===== src/rtl/pipeline_sink_pkg.sv =====
// Shared sizing helpers and default geometry for the pipeline sink FIFO.
package pipeline_sink_pkg;

  localparam int DEFAULT_WIDTH       = 32;
  localparam int DEFAULT_DEPTH       = 8;
  localparam int DEFAULT_ALMOST_FULL = 6;

  // Occupancy must represent 0..depth inclusive, hence depth+1 states.
  function automatic int count_width(input int depth);
    return $clog2(depth + 1);
  endfunction

  function automatic int ptr_width(input int depth);
    return $clog2(depth);
  endfunction

endpackage


===== src/rtl/pipeline_sink_ram.sv =====
// FIFO storage: synchronous write, asynchronous read, contents never reset.
module pipeline_sink_ram
  import pipeline_sink_pkg::*;
#(
  parameter int p_width = DEFAULT_WIDTH,
  parameter int p_depth = DEFAULT_DEPTH
) (
  input  logic                          i_clk,
  input  logic                          i_we,
  input  logic [ptr_width(p_depth)-1:0] i_waddr,
  input  logic [p_width-1:0]            i_wdata,
  input  logic [ptr_width(p_depth)-1:0] i_raddr,
  output logic [p_width-1:0]            o_rdata
);

  logic [p_width-1:0] mem [p_depth];

  always_ff @(posedge i_clk) begin
    if (i_we) begin
      mem[i_waddr] <= i_wdata;
    end
  end

  assign o_rdata = mem[i_raddr];

endmodule


===== src/rtl/pipeline_sink_fifo.sv =====
// FWFT sink FIFO absorbing a no-backpressure pipeline stream; drops and flags words when full.
// Optional o_almost_full output enabled by defining PIPELINE_SINK_FIFO_ALMOST_FULL_EN.
module pipeline_sink_fifo
  import pipeline_sink_pkg::*;
#(
  parameter int p_width       = DEFAULT_WIDTH,
  parameter int p_depth       = DEFAULT_DEPTH,
  parameter int p_almost_full = DEFAULT_ALMOST_FULL
) (
  input  logic                            i_clk,
  input  logic                            i_rst,
  input  logic                            i_valid,
  input  logic [p_width-1:0]              i_data,
  input  logic                            i_ready,
  input  logic                            i_clr_overflow,
  output logic                            o_valid,
  output logic [p_width-1:0]              o_data,
  output logic [count_width(p_depth)-1:0] o_count,
  output logic                            o_full,
  output logic                            o_overflow
`ifdef PIPELINE_SINK_FIFO_ALMOST_FULL_EN
  ,
  output logic                            o_almost_full
`endif
);

  localparam int PTR_W = ptr_width(p_depth);
  localparam int CNT_W = count_width(p_depth);
  localparam logic [PTR_W-1:0] PTR_ONE  = PTR_W'(1);
  localparam logic [CNT_W-1:0] CNT_ONE  = CNT_W'(1);
  localparam logic [CNT_W-1:0] CNT_FULL = CNT_W'(p_depth);

  if (p_depth < 2 || (p_depth & (p_depth - 1)) != 0) begin : g_bad_depth
    $error("pipeline_sink_fifo: p_depth must be a power of two and at least 2");
  end

  logic [PTR_W-1:0] rd_ptr;
  logic [PTR_W-1:0] wr_ptr;
  logic [CNT_W-1:0] count;
  logic             overflow;
  logic             empty;
  logic             full;
  logic             pop;
  logic             push;
  logic             drop;

  // Flags come from the registered count only, so no input reaches them combinationally.
  assign empty = (count == '0);
  assign full  = (count == CNT_FULL);

  // A pop frees a slot in the same cycle, so a full FIFO still accepts when draining.
  assign pop  = !empty && i_ready;
  assign push = i_valid && (!full || pop);
  assign drop = i_valid && full && !pop;

  always_ff @(posedge i_clk or posedge i_rst) begin
    if (i_rst) begin
      rd_ptr   <= '0;
      wr_ptr   <= '0;
      count    <= '0;
      overflow <= 1'b0;
    end else begin
      if (push) begin
        wr_ptr <= wr_ptr + PTR_ONE;
      end
      if (pop) begin
        rd_ptr <= rd_ptr + PTR_ONE;
      end
      if (push && !pop) begin
        count <= count + CNT_ONE;
      end else if (pop && !push) begin
        count <= count - CNT_ONE;
      end
      // A drop in the same cycle as a clear keeps the flag set.
      if (drop) begin
        overflow <= 1'b1;
      end else if (i_clr_overflow) begin
        overflow <= 1'b0;
      end
    end
  end

  pipeline_sink_ram #(
    .p_width (p_width),
    .p_depth (p_depth)
  ) u_ram (
    .i_clk   (i_clk),
    .i_we    (push),
    .i_waddr (wr_ptr),
    .i_wdata (i_data),
    .i_raddr (rd_ptr),
    .o_rdata (o_data)
  );

  assign o_valid    = !empty;
  assign o_full     = full;
  assign o_count    = count;
  assign o_overflow = overflow;

`ifdef PIPELINE_SINK_FIFO_ALMOST_FULL_EN
  if (p_almost_full < 1 || p_almost_full > p_depth) begin : g_bad_almost_full
    $error("pipeline_sink_fifo: p_almost_full must be in 1..p_depth");
  end

  localparam logic [CNT_W-1:0] CNT_ALMOST_FULL = CNT_W'(p_almost_full);

  assign o_almost_full = (count >= CNT_ALMOST_FULL);
`else
  localparam int unused_almost_full = p_almost_full;
`endif

endmodule


===== config.mk =====
export PLATFORM = sky130hd
export DESIGN_NAME = pipeline_sink_fifo
export DESIGN_NICKNAME = d
export VERILOG_FILES = /design/src/rtl/pipeline_sink_pkg.sv /design/src/rtl/pipeline_sink_ram.sv /design/src/rtl/pipeline_sink_fifo.sv
export SDC_FILE = /design/constraint.sdc
export NUM_CORES = 1
export LEC_CHECK = 0
export ABC_AREA = 1
export CAP_MARGIN = 25
export CORE_UTILIZATION = 53
export DETAILED_ROUTE_END_ITERATION = 10
export PLACE_DENSITY = 0.76
export SLEW_MARGIN = 20
export SYNTH_ARGS = -nofsm -noshare
export SYNTH_HDL_FRONTEND = slang
export SYNTH_SLANG_ARGS = --single-unit

===== constraint.sdc =====
create_clock -name i_clk -period 3.32 [get_ports i_clk]
set_clock_uncertainty 0.2 [all_clocks]
set_input_delay 0.498 -clock i_clk [delete_from_list [all_inputs] [get_ports i_clk]]
set_output_delay 0.498 -clock i_clk [all_outputs]
set_load 0.02 [all_outputs]

==> flow_metrics.env <==
export IMPL_status="finished clean"
export IMPL_worst_skew_pair_late_latency_ns=0.52
export IMPL_wl_per_cell_um=17.11
export IMPL_r2r_cells=11
export IMPL_finalSetupViolations=0
export IMPL_dp_hpwl_um=12120
export IMPL_finalCriticalPeriod_ns=3.235
export IMPL_regArea_um2=7968
export IMPL_syn_inst=945
export IMPL_ys_flop_type="edfxtp_1"
export IMPL_post_route_period_util=0.9744
export IMPL_nets=1070
export IMPL_intPower_mw=7.720
export IMPL_post_dp_cell_area_um2=12050
export IMPL_hp_class="input pin to asynchronous set/reset pin"
export IMPL_synth_area_leaders="edfxtp_1 (71%), nand2_1 (13%), o21ai_1 (3.0%), o21ai_0 (3.0%), dfrtp_1 (2.5%)"
export IMPL_synth_net_count=988
export IMPL_antenna_found_initial=0
export IMPL_synth_edff_count=256
export IMPL_clock_path_buffers=3
export IMPL_initial_core_util=0.5390
export IMPL_yosysSeqAreaShare=0.7325
export IMPL_startpoint_type="flip-flop"
export IMPL_avgViaCountPerCell=5.279
export IMPL_grt_pass1_wl_um=35470
export IMPL_yosysTopAreaCellShare=0.7072
export IMPL_worstPathArrival_ns=2.54
export IMPL_leakage_nw=5.034
export IMPL_vias=6953
export IMPL_rsz0062_at_grt="true"
export IMPL_cp_max_fo=22
export IMPL_r2r_end="o_count[3]"
export IMPL_fp_coreArea_um2=20170
export IMPL_io_buffers=75
export IMPL_worstReg2RegStart="o_count[0]"
export IMPL_drt_wl_total_um=22530
export IMPL_layout_drive_gt1_share=0.07545
export IMPL_fin_area_um2=13020
export IMPL_synth_area_um2=10870
export IMPL_slew_viol_final=0
export IMPL_tritoncts="built"
export IMPL_avgSynthCellArea_um2=11.50
export IMPL_final_cells=1317
export IMPL_p_clk_frac=0.250
export IMPL_die_width_um=145.2
export IMPL_swShare=0.3565
export IMPL_overflow=0
export IMPL_ys_ff_latch=267
export IMPL_p_per_area_nw_per_um2=921.7
export IMPL_grt_usage=0.2169
export IMPL_place_congestion=0.7933
export IMPL_cts_root_buf="clkbuf_16"
export IMPL_die_y_um=145.2
export IMPL_first_pass_iters=5
export IMPL_synth_warnings=0
export IMPL_async_flop_share=0.04120
export IMPL_p_sw_mw=4.277
export IMPL_grt_max_degree=85
export IMPL_final_antenna_net_count=0
export IMPL_drt_iter0_drc=450
export IMPL_path_clk_slew_ns=0.06
export IMPL_cp_end_kind="output port"
export IMPL_reg2reg_slack_ns=0.74
export IMPL_hold_viol=0
export IMPL_cts_setup_buffers=0
export IMPL_cts_hold_buf=0
export IMPL_synth_distinct_cells=23
export IMPL_max_freq_ghz=0.3091
export IMPL_cts_sinks=267
export IMPL_drv_cap=0
export IMPL_grt_pass1_vias=6745
export IMPL_yosys_area_top_type="edfxtp_1"
export IMPL_fillers=1527
export IMPL_cts_made_buffers=27
export IMPL_die_area_um2=21090
export IMPL_area_delta_synth_final_pct=19.74
export IMPL_total_power_mw=12.00
export IMPL_multi_input_area_um2=2613
export IMPL_cts_htree_levels=1
export IMPL_io_pins=76
export IMPL_max_slew_margin=0.6068
export IMPL_num_antenna_cells=0
export IMPL_max_vdd_ir_drop_mv=0.5443
export IMPL_criticalPathCategory="flip-flop to output port"
export IMPL_power_frac_comb=0.387
export IMPL_drc=0
export IMPL_seqPwrFrac=0.363
export IMPL_cp_required_ns=2.62
export IMPL_ys_top_cells_by_count="nand2_1 (385), edfxtp_1 (256), nor2_1 (71), o21ai_1 (66), o21ai_0 (65)"
export IMPL_placementRows=52
export IMPL_worst_pin_slew_ns=0.5898
export IMPL_placed_cells=1267
export IMPL_synth_most_common_cell="nand2_1"
worst max-delay path, cell delays in order (launching register included):
cell             delay (ns)
dfrtp_4                0.52
inv_6                  0.18
bufbuf_16              0.35
nor2_1                 0.06
o21ai_1                0.13
nand2_1                0.06
nand2_1                0.12
clkdlybuf4s50_1        0.61
cell usage in the layout (no fill, tap or decap), drive strengths merged:
| master | count |
|---|---|
| clkdlybuf4s50 | 61 |
| clkbuf | 33 |
| or2 | 1 |
| a21oi | 1 |
| nand2 | 385 |
| xnor2 | 3 |
| clkinvlp | 1 |
| o21ai | 131 |
| nor3 | 4 |
| bufinv | 4 |
| inv | 17 |
| ha | 5 |
| fa | 1 |
| nand3 | 8 |
| dlymetal6s2s | 14 |
| nor2 | 71 |
| bufbuf | 1 |
| edfxtp | 256 |
| buf | 25 |
| xor2 | 1 |
| dfrtp | 11 |
| nand4 | 1 |
| clkinv | 12 |
per-stage QoR:
stage	hold WS [ns]	setup slack [ns]	TNS (ns)	util
floorplan	0.1504	-0.5259	-67.31	-
global placement	0.2984	0.5298	0	0.5975
detailed placement	0.3003	0.4686	0	0.5975
CTS	0.1145	0.008241	0	0.6432
global route	0.1412	-0.01353	-0.02756	0.6453
finish	0.09194	0.08484	0	0.6453
worst max path at each step:
stage | startpoint | endpoint | slack, ns
2_1_floorplan | o_count[0] | u_ram.mem[7][0] | -0.53
3_3_place_gp | i_ready | o_count[3] | 0.53
3_5_place_dp | i_ready | o_count[3] | 0.47
4_1_cts | rd_ptr[0] | o_data[5] | 0.008
5_1_grt | rd_ptr[0] | o_data[8] | -0.01
6_report | rd_ptr[0] | o_data[16] | 0.08
state kept, by name, indices dropped and copies added (netlist names):
register / flops
u_ram.mem: 256
wr_ptr: 3
o_overflow: 1
o_count: 4
rd_ptr: 3
metal layers:
metal | GRT usage | up-vias | wire length [µm]
met4 | 0.05368 | 0 | 291
met5 | 0 | - | 0
met3 | 0.02830 | 25 | 1287
li1 | - | 3380 | -
met2 | 0.3808 | 194 | 11530
met1 | 0.2869 | 3354 | 9420
timing repair:
| action | CTS | global route |
|---|---|---|
| gates cloned | 1 | 0 |
| hold endpoints to repair | 0 | 0 |
| endpoints found under the setup margin | 1 | 28 |
| resized for setup | 1 | 17 |
cells by family after synthesis:
group / synth area share
adders and majority gates: 0.007597
buffers and inverters: 0.03177
and+or+nand+nor: 0.1641
AOI/OAI and AO/OA: 0.06077
xor gates and xnor gates: 0.003223
DFF: 0.7325
power by group through the flow:
stage | clock network [mW] | registers (mW) | logic [mW]
6_report | 3.00 | 4.35 | 4.65
5_1_grt | 3.20 | 4.39 | 5.11
4_1_cts | 3.04 | 4.35 | 4.73
3_5_place_dp | 0 | 4.42 | 4.62
3_3_place_gp | 0 | 4.40 | 4.52
2_1_floorplan | 0 | 4.43 | 2.90
final cells by class:
type	instances	share of cell area
Multi-Input combinational cell	612	0.2007
Timing Repair Buffer	101	0.08747
Sequential cell	267	0.6121
Clock buffer	33	0.05441
Clock inverter	16	0.01365
Inverter	18	0.005671
Tap cell	270	0.02595
(Power assumes the default switching activity.)
